[src/rtl/console_writer_pkg.sv]
// console_writer_pkg: screen geometry, control codes and shared types of the text console writer.
// The CLEAR_ALL state exists only when CONSOLE_CLEAR_EN is defined.
package console_writer_pkg;

  localparam int CONSOLE_COLS = 80;
  localparam int CONSOLE_ROWS = 30;

  typedef logic [7:0]  byte_t;
  typedef logic [11:0] vram_addr_t;

  localparam logic [4:0] LAST_ROW = 5'd29;
  localparam logic [6:0] LAST_COL = 7'd79;

  localparam byte_t CHAR_LF    = 8'h0A;
  localparam byte_t CHAR_CR    = 8'h0D;
  localparam byte_t CHAR_BS    = 8'h08;
  localparam byte_t CHAR_FF    = 8'h0C;
  localparam byte_t CHAR_SPACE = 8'h20;

  typedef enum logic [1:0] {
    ST_IDLE       = 2'd0,
    ST_SCROLL     = 2'd1,
    ST_CLEAR_LINE = 2'd2
`ifdef CONSOLE_CLEAR_EN
    , ST_CLEAR_ALL = 2'd3
`endif
  } console_state_t;

  function automatic vram_addr_t make_addr(input logic [4:0] row, input logic [6:0] col);
    return {row, col};
  endfunction

endpackage

[src/rtl/console_writer_if.sv]
// console_writer_if: byte-source handshake, VRAM write/read ports and cursor taps.
// slave is the console writer side; master is the byte source / VRAM side.
interface console_writer_if;
  import console_writer_pkg::*;

  logic       char_valid_i;
  byte_t      char_data_i;
  logic       char_ready_o;
  logic       vram_we_o;
  vram_addr_t vram_waddr_o;
  byte_t      vram_wdata_o;
  vram_addr_t vram_raddr_o;
  byte_t      vram_rdata_i;
  logic [4:0] cursor_row_o;
  logic [6:0] cursor_col_o;

  modport master (
    output char_valid_i, char_data_i, vram_rdata_i,
    input  char_ready_o, vram_we_o, vram_waddr_o, vram_wdata_o, vram_raddr_o,
    input  cursor_row_o, cursor_col_o
  );

  modport slave (
    input  char_valid_i, char_data_i, vram_rdata_i,
    output char_ready_o, vram_we_o, vram_waddr_o, vram_wdata_o, vram_raddr_o,
    output cursor_row_o, cursor_col_o
  );

endinterface

[src/rtl/console_writer.sv]
// console_writer: interprets a byte stream into 80x30 VRAM writes with cursor, wrap and scroll.
// Defining CONSOLE_CLEAR_EN makes 0x0C clear the whole screen; otherwise 0x0C is a glyph.
module console_writer
  import console_writer_pkg::*;
(
  input  logic            clk_i,
  input  logic            reset_i,
  console_writer_if.slave bus
);

  console_state_t r_state, w_state_next;
  logic       r_ready, w_ready_next;
  logic [4:0] r_row, w_row_next;
  logic [6:0] r_col, w_col_next;
  logic [4:0] r_cnt_row, w_cnt_row_next, w_cnt_row_inc;
  logic [6:0] r_cnt_col, w_cnt_col_next, w_cnt_col_inc;
  logic       w_cnt_last;
  logic       r_drain, w_drain_next;
  logic       r_rd_valid, w_rd_valid_next;
  vram_addr_t r_rd_dst, w_rd_dst_next;
  logic       r_we, w_we_next;
  vram_addr_t r_waddr, w_waddr_next;
  byte_t      r_wdata, w_wdata_next;
  vram_addr_t w_raddr;
  logic       w_accept, w_newline, w_clear_step;

  assign w_accept     = bus.char_valid_i & r_ready;
  // Ready follows IDLE one cycle late so it also stays low for the cycle after a busy phase ends.
  assign w_ready_next = (r_state == ST_IDLE) && (w_state_next == ST_IDLE);

  always_comb begin
    w_cnt_last = (r_cnt_row == LAST_ROW) && (r_cnt_col == LAST_COL);
    if (r_cnt_col == LAST_COL) begin
      w_cnt_col_inc = 7'd0;
      w_cnt_row_inc = r_cnt_row + 5'd1;
    end else begin
      w_cnt_col_inc = r_cnt_col + 7'd1;
      w_cnt_row_inc = r_cnt_row;
    end
  end

  always_comb begin
    w_state_next    = r_state;
    w_row_next      = r_row;
    w_col_next      = r_col;
    w_cnt_row_next  = r_cnt_row;
    w_cnt_col_next  = r_cnt_col;
    w_drain_next    = 1'b0;
    w_rd_valid_next = 1'b0;
    w_rd_dst_next   = r_rd_dst;
    w_we_next       = 1'b0;
    w_waddr_next    = r_waddr;
    w_wdata_next    = r_wdata;
    w_raddr         = 12'd0;
    w_newline       = 1'b0;
    w_clear_step    = 1'b0;

    // Scroll copy data returns one cycle after its read and is written straight out.
    if (r_rd_valid) begin
      w_we_next    = 1'b1;
      w_waddr_next = r_rd_dst;
      w_wdata_next = bus.vram_rdata_i;
    end else begin
      w_we_next    = 1'b0;
    end

    case (r_state)
      ST_IDLE: begin
        if (w_accept) begin
          if (bus.char_data_i == CHAR_LF) begin
            w_col_next = 7'd0;
            w_newline  = 1'b1;
          end else if (bus.char_data_i == CHAR_CR) begin
            w_col_next = 7'd0;
          end else if (bus.char_data_i == CHAR_BS) begin
            if (r_col != 7'd0) begin
              w_col_next   = r_col - 7'd1;
              w_we_next    = 1'b1;
              w_waddr_next = make_addr(r_row, r_col - 7'd1);
              w_wdata_next = CHAR_SPACE;
            end else begin
              w_col_next   = r_col;
            end
`ifdef CONSOLE_CLEAR_EN
          end else if (bus.char_data_i == CHAR_FF) begin
            w_state_next   = ST_CLEAR_ALL;
            w_row_next     = 5'd0;
            w_col_next     = 7'd0;
            w_cnt_row_next = 5'd0;
            w_cnt_col_next = 7'd0;
`endif
          end else begin
            w_we_next    = 1'b1;
            w_waddr_next = make_addr(r_row, r_col);
            w_wdata_next = bus.char_data_i;
            if (r_col == LAST_COL) begin
              w_col_next = 7'd0;
              w_newline  = 1'b1;
            end else begin
              w_col_next = r_col + 7'd1;
            end
          end
        end else begin
          w_state_next = ST_IDLE;
        end
      end
      ST_SCROLL: begin
        // One drain cycle after the last read lets its copy write leave before clearing starts.
        if (r_drain) begin
          w_state_next   = ST_CLEAR_LINE;
          w_cnt_row_next = LAST_ROW;
          w_cnt_col_next = 7'd0;
        end else begin
          w_raddr         = make_addr(r_cnt_row, r_cnt_col);
          w_rd_valid_next = 1'b1;
          w_rd_dst_next   = make_addr(r_cnt_row - 5'd1, r_cnt_col);
          w_drain_next    = w_cnt_last;
          w_cnt_row_next  = w_cnt_row_inc;
          w_cnt_col_next  = w_cnt_col_inc;
        end
      end
      ST_CLEAR_LINE: w_clear_step = 1'b1;
`ifdef CONSOLE_CLEAR_EN
      ST_CLEAR_ALL:  w_clear_step = 1'b1;
`endif
      default:       w_state_next = ST_IDLE;
    endcase

    if (w_newline) begin
      if (r_row == LAST_ROW) begin
        w_state_next   = ST_SCROLL;
        w_cnt_row_next = 5'd1;
        w_cnt_col_next = 7'd0;
      end else begin
        w_row_next     = r_row + 5'd1;
      end
    end else begin
      w_row_next = w_row_next;
    end

    if (w_clear_step) begin
      w_we_next    = 1'b1;
      w_waddr_next = make_addr(r_cnt_row, r_cnt_col);
      w_wdata_next = CHAR_SPACE;
      if (w_cnt_last) begin
        w_state_next = ST_IDLE;
      end else begin
        w_cnt_row_next = w_cnt_row_inc;
        w_cnt_col_next = w_cnt_col_inc;
      end
    end else begin
      w_clear_step = 1'b0;
    end
  end

  always_ff @(posedge clk_i) begin
    if (reset_i) begin
      r_state    <= ST_IDLE;
      r_ready    <= 1'b0;
      r_row      <= 5'd0;
      r_col      <= 7'd0;
      r_cnt_row  <= 5'd0;
      r_cnt_col  <= 7'd0;
      r_drain    <= 1'b0;
      r_rd_valid <= 1'b0;
      r_rd_dst   <= 12'd0;
      r_we       <= 1'b0;
      r_waddr    <= 12'd0;
      r_wdata    <= 8'd0;
    end else begin
      r_state    <= w_state_next;
      r_ready    <= w_ready_next;
      r_row      <= w_row_next;
      r_col      <= w_col_next;
      r_cnt_row  <= w_cnt_row_next;
      r_cnt_col  <= w_cnt_col_next;
      r_drain    <= w_drain_next;
      r_rd_valid <= w_rd_valid_next;
      r_rd_dst   <= w_rd_dst_next;
      r_we       <= w_we_next;
      r_waddr    <= w_waddr_next;
      r_wdata    <= w_wdata_next;
    end
  end

  assign bus.char_ready_o = r_ready;
  assign bus.vram_we_o    = r_we;
  assign bus.vram_waddr_o = r_waddr;
  assign bus.vram_wdata_o = r_wdata;
  assign bus.vram_raddr_o = w_raddr;
  assign bus.cursor_row_o = r_row;
  assign bus.cursor_col_o = r_col;

endmodule

[src/flat_wrapper.sv]
// flat-port wrapper written by rule: the top's interface ports become plain ports
module console_writer_flat import console_writer_pkg::*;
  (clk_i, reset_i, bus_char_valid_i, bus_char_data_i, bus_vram_rdata_i, bus_char_ready_o, bus_vram_we_o, bus_vram_waddr_o, bus_vram_wdata_o, bus_vram_raddr_o, bus_cursor_row_o, bus_cursor_col_o);
  console_writer_if bus_i ();
  input  logic clk_i;
  input  logic reset_i;
  input wire logic [$bits(bus_i.char_valid_i)-1:0] bus_char_valid_i;
  input wire logic [$bits(bus_i.char_data_i)-1:0] bus_char_data_i;
  input wire logic [$bits(bus_i.vram_rdata_i)-1:0] bus_vram_rdata_i;
  output wire logic [$bits(bus_i.char_ready_o)-1:0] bus_char_ready_o;
  output wire logic [$bits(bus_i.vram_we_o)-1:0] bus_vram_we_o;
  output wire logic [$bits(bus_i.vram_waddr_o)-1:0] bus_vram_waddr_o;
  output wire logic [$bits(bus_i.vram_wdata_o)-1:0] bus_vram_wdata_o;
  output wire logic [$bits(bus_i.vram_raddr_o)-1:0] bus_vram_raddr_o;
  output wire logic [$bits(bus_i.cursor_row_o)-1:0] bus_cursor_row_o;
  output wire logic [$bits(bus_i.cursor_col_o)-1:0] bus_cursor_col_o;
  assign bus_i.char_valid_i = bus_char_valid_i;
  assign bus_i.char_data_i = bus_char_data_i;
  assign bus_i.vram_rdata_i = bus_vram_rdata_i;
  assign bus_char_ready_o = bus_i.char_ready_o;
  assign bus_vram_we_o = bus_i.vram_we_o;
  assign bus_vram_waddr_o = bus_i.vram_waddr_o;
  assign bus_vram_wdata_o = bus_i.vram_wdata_o;
  assign bus_vram_raddr_o = bus_i.vram_raddr_o;
  assign bus_cursor_row_o = bus_i.cursor_row_o;
  assign bus_cursor_col_o = bus_i.cursor_col_o;
  console_writer u_core (.clk_i(clk_i), .reset_i(reset_i), .bus(bus_i));
endmodule
[config.mk]
export PLATFORM = sky130hd
export DESIGN_NAME = console_writer_flat
export DESIGN_NICKNAME = d
export VERILOG_FILES = /design/src/rtl/console_writer_pkg.sv /design/src/rtl/console_writer_if.sv /design/src/rtl/console_writer.sv /design/src/flat_wrapper.sv
export SDC_FILE = /design/constraint.sdc
export NUM_CORES = 1
export LEC_CHECK = 0
export CORE_UTILIZATION = 41
export DETAILED_ROUTE_END_ITERATION = 10
export HOLD_SLACK_MARGIN = 0.1
export PLACE_DENSITY_LB_ADDON = 0.1
export SYNTH_ARGS = -nofsm -noshare
export SYNTH_HDL_FRONTEND = slang
export SYNTH_SLANG_ARGS = --single-unit
export TNS_END_PERCENT = 10
[constraint.sdc]
create_clock -name clk_i -period 2.1 [get_ports clk_i]
set_input_delay 0.21 -clock clk_i [delete_from_list [all_inputs] [get_ports clk_i]]
set_output_delay 0.21 -clock clk_i [all_outputs]
set_load 0.01 [all_outputs]
Yosys cells after proc, flatten, opt, wreduce, memory -nomap -nowiden

Cells that the tools add are included.

Output and inout bits: 46
Logic and storage cells: 104
Bits of input ports: 19
Register bits: 62

Equality and inequality tests: 10
Add/subtract/negate cells: 6
Muxes and demuxes: 60
Reduce and logical (&&, ||, !) cells: 11
Bitwise operators: 4

Operator list:

| kind                                                               | number |
|---|---|
| 12-bit two-way mux                                                 | 10 |
| 7-bit two-way mux                                                  | 12 |
| 8-bit two-way mux                                                  | 7 |
| 5-bit two-way mux                                                  | 7 |
| 8-bit by 4-bit == test with 1-bit output, second input constant    | 3 |
| 1-bit two-way mux                                                  | 16 |
| 7-bit by 1-bit adder with 7-bit output, second input constant      | 2 |
| 7-bit == test, second input constant                               | 2 |
| 2-bit two-way mux                                                  | 6 |
| 5-bit by 1-bit adder with 5-bit output, second input constant      | 2 |
| 5-bit == test, second input constant                               | 2 |
| 7-bit nonzero test                                                 | 1 |
| 7-bit by 1-bit subtractor with 7-bit output, second input constant | 1 |
| 6-bit two-way mux                                                  | 1 |
| 2-bit one-hot mux with 3 select lines                              | 1 |
| 5-bit by 1-bit subtractor with 5-bit output, second input constant | 1 |
| 2-bit logical NOT                                                  | 2 |
| 4-bit by 2-bit != test with 1-bit output, second input constant    | 1 |
| 2-bit AND reduction                                                | 2 |
| 2-bit OR reduction                                                 | 2 |
| 1-bit NOT                                                          | 3 |
| 3-bit AND reduction                                                | 1 |
| 3-bit OR reduction                                                 | 1 |
| 2-bit by 1-bit == test with 1-bit output, second input constant    | 1 |
| other kinds (3)                                                    | 4 |

Logic depth before layout (Yosys ltp)

Depth in word-level cells: 12
Mapped depth: 10
Gate-level depth less buffers: 8

Worst setup path after synthesis

No wires, ideal clock.

Path kind: register to register
Start: reg u_core.r_col[0] (netlist: u_core.bus.cursor_col_o[0])
End: reg u_core.r_row[3] (netlist: u_core.bus.cursor_row_o[3])
Slack: -0.153 ns
Cell stages (with the launch flop): 9
Library setup time: 0.070 ns
Data arrival time: 2.182 ns
Data required time: 2.030 ns
Path through: dfxtp_1 ha_1 nand3_1 or4b_1 buf_2 a21oi_1 nor2_1 or3_1 a21oi_1

Cells in the longest elaborated chain, start to end: 8

Ends and longest elaborated chain:

| item                          | RTL line              | source |
|---|---|---|
| start, declared               | console_writer.sv:14  | `logic [6:0] r_col, w_col_next;` |
| start signal, assigned        | console_writer.sv:174 | `r_col <= w_col_next;` |
| 7-bit == test                 | console_writer.sv:96  | `if (r_col == LAST_COL) begin` |
| 1-bit two-way mux             | console_writer.sv:96  |  |
| 1-bit two-way mux             | console_writer.sv:75  | `end else if (bus.char_data_i == CHAR_BS) begin` |
| 1-bit two-way mux             | console_writer.sv:73  | `end else if (bus.char_data_i == CHAR_CR) begin` |
| 1-bit two-way mux             | console_writer.sv:70  | `if (bus.char_data_i == CHAR_LF) begin` |
| 1-bit two-way mux             | console_writer.sv:69  | `if (w_accept) begin` |
| 1-bit two-way mux             | console_writer.sv:67  | `case (r_state)` |
| 2-bit AND reduction (no line) | -                     |  |
| end signal, assigned          | console_writer.sv:173 | `r_row <= w_row_next;` |
| end, declared                 | console_writer.sv:13  | `logic [4:0] r_row, w_row_next;` |

Every way passes these cells.
A chain may end at the register's enable or synchronous reset.

Worst setup path after layout

Start: reg u_core.r_col[0] (netlist: u_core.bus.cursor_col_o[0])
End: reg u_core.r_waddr[4] (netlist: u_core.bus.vram_waddr_o[4])

Cells in the longest elaborated chain, start to end: 8
Elaborated cells on any way between the ends: 9

Ends and longest elaborated chain:

| item                                                                                     | RTL line                                   | source |
|---|---|---|
| 7-bit by 1-bit subtractor with 7-bit output / 7-bit nonzero test (equally long branches) | console_writer.sv:79, console_writer.sv:76 |  |
| 12-bit two-way mux (*)                                                                   | console_writer.sv:76                       | `if (r_col != 7'd0) begin` |
| 12-bit two-way mux (*)                                                                   | console_writer.sv:75                       |  |
| 12-bit two-way mux (*)                                                                   | console_writer.sv:73                       |  |
| 12-bit two-way mux (*)                                                                   | console_writer.sv:70                       |  |
| 12-bit two-way mux (*)                                                                   | console_writer.sv:69                       |  |
| 12-bit two-way mux (*)                                                                   | console_writer.sv:67                       |  |
| 12-bit two-way mux (*)                                                                   | console_writer.sv:141                      | `if (w_clear_step) begin` |
| end signal, assigned                                                                     | console_writer.sv:181                      | `r_waddr <= w_waddr_next;` |
| end, declared                                                                            | console_writer.sv:22                       | `vram_addr_t r_waddr, w_waddr_next;` |

Every way passes the cells marked *; elsewhere a longest branch is shown, timed or not.

==> results.txt <==
Status: finished clean
Comb power frac: 11.7%
Row Count: 33
Synth cell count leaders: dfxtp_1 (62), nand2_1 (56), nor2_1 (49), a21oi_1 (38), o21ai_0 (26)
Clk Latency, worst-skew pair: 0.34 ns
Max Clk Rate: 484.4 MHz
# diodes: 0
Final Cell Area: 5228 um^2
Vias per cell: 5.595
Detail Placement HPWL: 8.088 mm
Total gr overflow: 0
Yosys Warn Count: 0
Unrepaired setup endpoints after global routing: true
Main flop type after synthesis: dfxtp_1
Post-synth ARST share: 0%
Io pins: 65
Fillers: 736
Final setup skew: 0.008669 ns
Element type at the critical path start: flop
Critical path endpoint category: flop
Initial antenna violation count: 0
Crit path DAT: 2.31 ns
Initial core utilization: 42.83%
Pwr Density: 522.0 nW/um^2
Share of layout cells above drive strength 1: 24.49%
Top cells by area, synth: dfxtp_1 (35%), nand2_1 (5.9%), a21oi_1 (5.4%), nor2_1 (5.2%), mux2_2 (4.4%)
Number of synthesized flops with an enable pin: 0
Sequential area share after synthesis: 34.92%
Setup_tns: 0 ns
Iteration-0 DRC count of the detailed router: 191
Max_cap viols: 0
DR vias: 3855
Clock Path Buffers: 2
H-tree Lvls: 3
Crit Path Category: flop to flop
Die ar.: 9046 um^2
Post-route ant nets: 0
Maximum fanout along the worst path: 7
Syn_nets: 480
Max IR drop VDD: 0.3682 mV
Final count of hold timing violations: 0
First-pass GRT wire length: 18.02 mm
R2R depth: 8
Measured slew at the worst slew-check pin: 0.4103 ns
Worst Hold Depth: 4
Cells after synthesis: 453
TritonCTS clock tree: built
Core area: 8299 um^2
WL/cell: 16.29 um
Root Buffer Master: clkbuf_8
Sw Ratio: 24.36%
Leakage: 2.139 nW
Setup ws final: 0.03562 ns
Tcrit/Tclk final: 98.30%
Most common cell in the netlist: dfxtp_1
Hold WC Path Type: primary input to flop
Routed WL: 11.22 mm
GRT Util Overall: 25.79%
Synth area leader: dfxtp_1
#FFs+latches synth: 62
Netlist Area Pre-Place: 3555 um^2
Die width: 95.11 um
Pre-Repair DR Iteration Count: 4
Clock sinks: 62
# port buffers: 64
Die Ht: 95.11 um
Synth-to-Final Area Change: 47.06%
Post-layout minimum cycle time: 2.064 ns
Number of global-route vias before repair: 3680
Nets: 606
Avg Inst Size Synth: 7.847 um^2
Relative slew slack: 71.94%
Switch Pwr: 0.6648 mW
Pint: 2.064 mW
Final setup viols: 0
Area share of the largest cell type after synthesis: 34.92%
DP Worst Slack: -0.3367 ns
Clk slew on worst S/H paths: 0.07 ns
Largest net degree at the start of global routing: 48
Worst path required time: 2.34 ns
GP Congestion: 0.8609
Slew Viols, Final: 0
Placed Area: 4846 um^2
Number of buffers created by CTS: 9
Drt drc: 0
Layout Utilization: 62.99%
Number of library cell types mapped by synthesis: 55
Clock power share: 43.9%
Flop pwr share: 44.3%
-- layout make-up --
cell class | instances | area (um^2) | share of cell area, %
Clock buffer | 11 | 141.4 | 2.705
Tap cell | 105 | 131.4 | 2.513
Clock inverter | 5 | 81.33 | 1.556
Timing Repair Buffer | 148 | 1330 | 25.44
Multi-Input combinational cell | 344 | 2245 | 42.94
Inverter | 14 | 52.55 | 1.005
Sequential cell | 62 | 1246 | 23.84
-- through the flow --
stage / cells / hold slack (ns) / power (mW)
floorplan: 453 / 0.3704 / 1.377
global placement: 669 / 0.4405 / 1.549
detailed placement: 669 / 0.4463 / 1.551
CTS: 688 / 0.3471 / 2.748
global route: 689 / 0.3576 / 2.833
finish: 689 / 0.2970 / 2.729
-- worst max-delay path, stage by stage, from the launching register on --
cell	delay [ns]
dfxtp_2	0.35
buf_4	0.15
inv_1	0.06
ha_1	0.20
nor3b_2	0.17
nand2_1	0.08
or4b_4	0.50
o22a_1	0.19
a311oi_2	0.25
-- worst paths after layout --
path	startpoint	end	slack [ns]
max	u_core.bus.cursor_col_o[0]	u_core.bus.vram_waddr_o[4]	0.04
min	bus_char_data_i[3]	u_core.bus.vram_wdata_o[3]	0.30
max reg2reg	u_core.bus.cursor_col_o[0]	u_core.bus.vram_waddr_o[4]	0.04
min reg2reg	u_core.r_rd_dst[4]	u_core.r_rd_dst[4]	0.45
-- cell usage in the layout, fill, tap and decap left out, types with 4 or more instances in the layout --
master	instances
inv_1	14
nand3_1	12
dfxtp_2	4
nand4_1	6
a32oi_1	5
o211ai_1	6
nor3_1	8
nor2_1	47
o31ai_1	4
ha_1	7
mux2i_1	8
a31oi_1	4
xnor2_1	5
a21oi_1	36
and2_1	5
nand2b_1	8
dfxtp_1	58
buf_4	79
o21ai_0	23
a211oi_1	11
a22oi_1	8
xor2_1	7
dlymetal6s2s_1	7
clkbuf_8	10
mux2_2	14
clkdlybuf4s50_1	54
nand2_1	56
a221oi_1	5
-- registers in the layout, indices dropped and copies added, names as in the netlist --
register	cells
u_core.r_cnt_row	5
u_core.r_rd_dst	12
u_core.bus.cursor_row_o	5
u_core.r_drain	1
u_core.bus.vram_waddr_o	12
u_core.r_state	2
u_core.bus.cursor_col_o	7
u_core.bus.char_ready_o	1
u_core.bus.vram_we_o	1
u_core.bus.vram_wdata_o	8
u_core.r_cnt_col	7
u_core.r_rd_valid	1
-- logic make-up (layout without fill, tap and decap cells) --
kind of cell	count (synthesis)	count (layout)	share of synthesized area, %
simple gates	175	175	24.18
compound gates	127	127	23.02
flops	62	62	34.92
buf+inv	47	178	5.421
mux	22	22	6.688
xor+xnor	12	12	2.957
fa+ha+maj	8	8	2.816
-- metal layers --
layer | wire [um] | vias up | GRT usage [%]
met5 | 0 | - | 0
met4 | 217 | 0 | 9.848
met3 | 482 | 22 | 4.147
met2 | 5532 | 109 | 43.21
met1 | 4991 | 1826 | 33.01
li1 | - | 1898 | -
-- power groups by stage --
stage	combinational (mW)	clock, mW	sequential (mW)
2_1_floorplan	0.134	0	1.24
3_3_place_gp	0.314	0	1.24
3_5_place_dp	0.315	0	1.24
4_1_cts	0.317	1.22	1.21
5_1_grt	0.347	1.27	1.21
6_report	0.320	1.20	1.21
-- timing repair --
| item | in CTS | in global routing |
|---|---|---|
| pin swaps | 9 | 7 |
| cloned | 0 | 0 |
| resized for setup | 17 | 23 |
| hold buffers | 0 | 0 |
| endpoints found under the hold margin | 0 | 0 |
| buffers inserted | 3 | 2 |
| setup endpoints to repair | 17 | 31 |
No activity file was read; power rests on OpenSTA's default activity.
